`config.mk`:
```
export PLATFORM = sky130hd
export DESIGN_NAME = siso_shift_ctrl
export DESIGN_NICKNAME = d
export VERILOG_FILES = /design/src/rtl/siso_shift_ctrl.sv
export SDC_FILE = /design/constraint.sdc
export NUM_CORES = 1
export LEC_CHECK = 0
export ABC_AREA = 1
export CORE_MARGIN = 2
export CORE_UTILIZATION = 54
export DETAILED_ROUTE_END_ITERATION = 10
export DONT_BUFFER_PORTS = 1
export PLACE_DENSITY_LB_ADDON = 0.3
export SYNTH_ARGS = -nofsm -noshare
export SYNTH_HDL_FRONTEND = slang
export SYNTH_SLANG_ARGS = --single-unit
```
`constraint.sdc`:
```
create_clock -name clk -period 1.38 [get_ports clk]
set_clock_uncertainty 0.15 [all_clocks]
set_input_delay 0.069 -clock clk [delete_from_list [all_inputs] [get_ports clk]]
set_output_delay 0.069 -clock clk [all_outputs]
set_load 0.02 [all_outputs]
```
`src/rtl/siso_shift_ctrl.sv`:
```
// siso_shift_ctrl: sequencer for the serial-in/serial-out shift datapath.
// Takes a parallel word over valid/ready and shifts it out MSB-first on
// sd_out with a matching shift_en strobe, a frame window and a done pulse.
// Optional build macro: SISO_SHIFT_CTRL_PARITY_EN appends an even-parity bit
// after the data bits (one extra bit period per word).
module siso_shift_ctrl #(
   parameter int WIDTH = 8,
   parameter int GAP   = 0
) (
   input  logic             clk,
   input  logic             rst,
   input  logic             in_valid,
   input  logic [WIDTH-1:0] in_data,
   output logic             in_ready,
   input  logic             abort,
   output logic             sd_out,
   output logic             shift_en,
   output logic             frame,
   output logic             done,
   output logic             busy
);

   localparam int CW = $clog2(WIDTH + 1);
   localparam logic [CW-1:0] BIT_LAST = CW'(WIDTH - 1);
   localparam int GAP_LAST_I = (GAP > 0) ? GAP - 1 : 0;
   localparam logic [3:0] GAP_LAST = 4'(GAP_LAST_I);

`ifdef SISO_SHIFT_CTRL_PARITY_EN
   typedef enum logic [2:0] {ST_IDLE, ST_SHIFT, ST_PAR, ST_DONE, ST_GAP} state_t;
`else
   typedef enum logic [2:0] {ST_IDLE, ST_SHIFT, ST_DONE, ST_GAP} state_t;
`endif

   state_t           state;
   logic [WIDTH-1:0] sreg;
   logic [CW-1:0]    bit_cnt;
   logic [3:0]       gap_cnt;
   logic             in_word;

`ifdef SISO_SHIFT_CTRL_PARITY_EN
   logic             parity;
   assign in_word = (state == ST_SHIFT) || (state == ST_PAR);
`else
   assign in_word = (state == ST_SHIFT);
`endif

   // Sequencer: state, datapath registers and registered outputs move together,
   // so each output register already holds the value for the state being entered.
   always_ff @(posedge clk or posedge rst) begin
      if (rst) begin
         state    <= ST_IDLE;
         sreg     <= '0;
         bit_cnt  <= '0;
         gap_cnt  <= '0;
         sd_out   <= 1'b0;
         shift_en <= 1'b0;
         frame    <= 1'b0;
         done     <= 1'b0;
         busy     <= 1'b0;
         in_ready <= 1'b1;
`ifdef SISO_SHIFT_CTRL_PARITY_EN
         parity   <= 1'b0;
`endif
      end else begin
         done <= 1'b0;
         if (abort && in_word) begin
            // Cancel the word in flight: straight back to idle, no done, no gap.
            state    <= ST_IDLE;
            sreg     <= '0;
            bit_cnt  <= '0;
            sd_out   <= 1'b0;
            shift_en <= 1'b0;
            frame    <= 1'b0;
            busy     <= 1'b0;
            in_ready <= 1'b1;
         end else begin
            case (state)
               ST_IDLE: begin
                  if (in_valid) begin
                     state    <= ST_SHIFT;
                     sreg     <= in_data;
                     bit_cnt  <= '0;
                     sd_out   <= in_data[WIDTH-1];
                     shift_en <= 1'b1;
                     frame    <= 1'b1;
                     busy     <= 1'b1;
                     in_ready <= 1'b0;
`ifdef SISO_SHIFT_CTRL_PARITY_EN
                     parity   <= ^in_data;
`endif
                  end
               end
               ST_SHIFT: begin
                  sreg    <= sreg << 1;
                  bit_cnt <= bit_cnt + 1'b1;
                  if (bit_cnt == BIT_LAST) begin
`ifdef SISO_SHIFT_CTRL_PARITY_EN
                     state    <= ST_PAR;
                     sd_out   <= parity;
`else
                     state    <= ST_DONE;
                     sd_out   <= 1'b0;
                     shift_en <= 1'b0;
                     frame    <= 1'b0;
                     done     <= 1'b1;
`endif
                  end else begin
                     // Next MSB after the shift is the current second-highest bit.
                     sd_out <= sreg[WIDTH-2];
                  end
               end
`ifdef SISO_SHIFT_CTRL_PARITY_EN
               ST_PAR: begin
                  state    <= ST_DONE;
                  sd_out   <= 1'b0;
                  shift_en <= 1'b0;
                  frame    <= 1'b0;
                  done     <= 1'b1;
               end
`endif
               ST_DONE: begin
                  if (GAP > 0) begin
                     state   <= ST_GAP;
                     gap_cnt <= '0;
                  end else begin
                     state    <= ST_IDLE;
                     busy     <= 1'b0;
                     in_ready <= 1'b1;
                  end
               end
               ST_GAP: begin
                  gap_cnt <= gap_cnt + 4'd1;
                  if (gap_cnt == GAP_LAST) begin
                     state    <= ST_IDLE;
                     busy     <= 1'b0;
                     in_ready <= 1'b1;
                  end
               end
               default: begin
                  state    <= ST_IDLE;
                  sd_out   <= 1'b0;
                  shift_en <= 1'b0;
                  frame    <= 1'b0;
                  busy     <= 1'b0;
                  in_ready <= 1'b1;
               end
            endcase
         end
      end
   end

endmodule

```
==> results.py <==
metrics = {
    "timing": {
        "report.final.slew_viol_count": 0,
        "relSlewSlack": 0.7262,
        "fin_crit_sh": 0.9460,
        "setup_viol": 0,
        "finalSetupTns_ps": 0,
        "tightest_slew_ps": 410.7,
        "rsz0062_at_grt": "false",
        "whs_ps": 0.2761,
        "fmaxAchievable_mhz": 766.0,
        "final_hold_viol_count": 0,
        "fin_crit_ps": 1306,
    },
    "clock_network": {
        "clock-sinks": 22,
        "htreeDepth": 1,
        "clkLatencyLatePin_ps": 310,
        "clk_pin_slew_ps": 120,
        "cts_made_buffers": 3,
        "cts_buffer_depth": 2,
        "cts_tree": "done",
        "cts-root-buf": "clkbuf_4",
    },
    "floorplanning": {
        "rows": 15,
        "fp.dieArea_um2": 2320,
        "start_util": 0.5909,
        "die_h_um": 48.17,
        "dieWidth_um": 48.17,
        "core_um2": 1783,
        "io_pins": 18,
    },
    "global_routing": {
        "grt_pass1_vias": 758,
        "track_usage": 0.2152,
        "grt_start_max_net_pins": 14,
        "grt_pass1_wl_um": 3387,
        "grt_antenna_before_repair": 0,
        "grt_overflow": 0,
    },
    "layout": {
        "antenna-diode-count": 0,
        "stdcell_count": 164,
        "regArea_um2": 554.3,
        "multi_input_area_um2": 451.7,
        "fin_area_um2": 1277,
        "nFillCells": 134,
        "areaGrowthSynthToFinish_pct": 21.26,
        "drive_gt1_frac": 0.1871,
        "fin_nets": 155,
        "post-route-util": 0.7165,
        "final_common_cell": "nand2_1",
        "final_cell_mix": "43 x nand2_1, 19 x dfrtp_1, 18 x nand3_1",
    },
    "power_and_ir_drop": {
        "p_comb_frac": 0.205,
        "p_seq_frac": 0.562,
        "powerDensity_nw_per_um2": 1206,
        "vdd_drop_max_v": 0.0008512,
        "power.share.clock": 0.233,
        "p_int_uw": 1043,
        "netSwitchingFraction": 0.3231,
        "power_leakage_uw": 0.0006481,
        "p_switching_uw": 497.9,
    },
    "detailed_routing": {
        "ant_nets": 0,
        "via_per_inst": 5.171,
        "wire_per_inst_um": 13.41,
        "drtIter0Drc": 36,
        "num_vias": 848,
        "totalWireLength_um": 2199,
        "drc": 0,
        "drtPass1Iterations": 5,
    },
    "placement": {
        "dp_hpwl_um": 1445,
        "post-place-cells": 148,
        "placed_cell_area_um2": 1109,
        "place_congestion": 0.7707,
        "portBuffers": 0,
    },
    "worst_setup_path": {
        "startpoint_type": "flip-flop",
        "end_kind": "flip-flop",
        "cp_data_required_time_ps": 1440,
        "worstSetupPathType": "flip-flop to flip-flop",
        "arrival_ps": 1370,
        "crit_fanout": 4,
    },
    "synth": {
        "ys_warn_count": 0,
        "syn-num-nets": 136,
        "synth_cell_type_count": 19,
        "synthCells": 121,
        "ys_ff_latch": 22,
        "ys_seq_area_frac": 0.5238,
        "syn_area_um2": 1054,
        "syn_avg_cell_area_um2": 8.707,
    },
    "hold_path": {
        "worstHoldPathType": "input port to asynchronous set/reset pin",
    },
    "run_status": {
        "status": "finished clean",
    },
    "flow_run": {
        "drv_cap": 0,
    },
}
[through the flow]
stage,setup slack [ps],power (µW)
6_report,74.48,1541
5_1_grt,4.845,1619
4_1_cts,46.64,1522
3_5_place_dp,59.16,1145
3_3_place_gp,91.62,1134
2_1_floorplan,61.95,1078
[synth_stat cells]
master | count | area share
xnor2_1 | 1 | 0.0083
nor2_2 | 1 | 0.0059
nand2_2 | 2 | 0.012
buf_6 | 1 | 0.011
xor2_1 | 3 | 0.025
inv_2 | 3 | 0.011
ha_1 | 3 | 0.036
buf_4 | 1 | 0.0071
nor2_1 | 3 | 0.011
nor2_4 | 2 | 0.021
or2_2 | 1 | 0.0059
nand4_1 | 2 | 0.012
inv_1 | 8 | 0.029
nand3_1 | 19 | 0.090
o21ai_0 | 3 | 0.014
dfstp_2 | 1 | 0.025
nand2_4 | 2 | 0.021
dfrtp_1 | 21 | 0.50
nand2_1 | 44 | 0.16
[power by group through the flow]
stage | clock network, µW | registers [µW] | logic, µW
2_1_floorplan | 0 | 849 | 229
3_3_place_gp | 0 | 873 | 261
3_5_place_dp | 0 | 875 | 270
4_1_cts | 357 | 862 | 302
5_1_grt | 387 | 878 | 354
6_report | 359 | 866 | 315
[final timing paths]
path | from | end | slack (ps) | cells past startpoint
max in group asynchronous | rst | sreg[0]$_DFFE_PP0P_ | 590 | 3
hold reg to reg | gap_cnt[3]$_DFFE_PP0P_ | gap_cnt[3]$_DFFE_PP0P_ | 330 | 1
setup reg to reg | bit_cnt[0]$_DFFE_PP0P_ | bit_cnt[2]$_DFFE_PP0P_ | 70 | 4
hold / removal | rst | gap_cnt[2]$_DFFE_PP0P_ | 0.3 | 2
min in group clk | in_data[0] | sreg[0]$_DFFE_PP0P_ | 300 | 3
setup / recovery | bit_cnt[0]$_DFFE_PP0P_ | bit_cnt[2]$_DFFE_PP0P_ | 70 | 4
[state kept, by name, summed over array words and instances, names as in the netlist]
register	count
state	2
sreg	7
in_ready	1
gap_cnt	4
done	1
busy	1
frame	1
bit_cnt	4
sd_out	1
[timing repair]
action	in CTS	in global routing
hold buffers	11	0
setup endpoints to repair	0	11
buffers inserted	0	1
gates resized for setup	0	6
hold endpoints to repair	40	0
[per-layer routing]
layer | routed length (µm) | part of all wire | vias up | GRT usage
met4 | 17 | 0.0077 | 0 | 0.06486
met5 | 0 | 0 | - | 0
li1 | - | - | 419 | -
met1 | 999 | 0.45 | 397 | 0.3118
met2 | 1071 | 0.49 | 28 | 0.3289
met3 | 110 | 0.050 | 4 | 0.04074
[layout make-up]
cell class              instances  share of cell area
flip-flops and latches         22              0.4339
multi-input cells              86              0.3536
repair buffers                 16              0.1254
clock buffers                   4             0.02840
well taps                      25             0.02449
inverters                      11             0.03428
[worst max-delay path, stage by stage, from the launching register on]
cell     delay, ps
dfrtp_1        430
ha_2           220
or2_2          290
nand4_1         70
nand2_1         50
[cell families after synthesis]
logic type,Yosys count,share of synthesized area
AND/OR/NAND/NOR,76,0.3361
flip-flops,22,0.5238
buffers and inverters,13,0.05701
XOR/XNOR,4,0.03326
AO/OA/AOI/OAI,3,0.01425
adder cells (fa/ha/maj),3,0.03563
No activity file was read; power rests on OpenSTA's default activity.
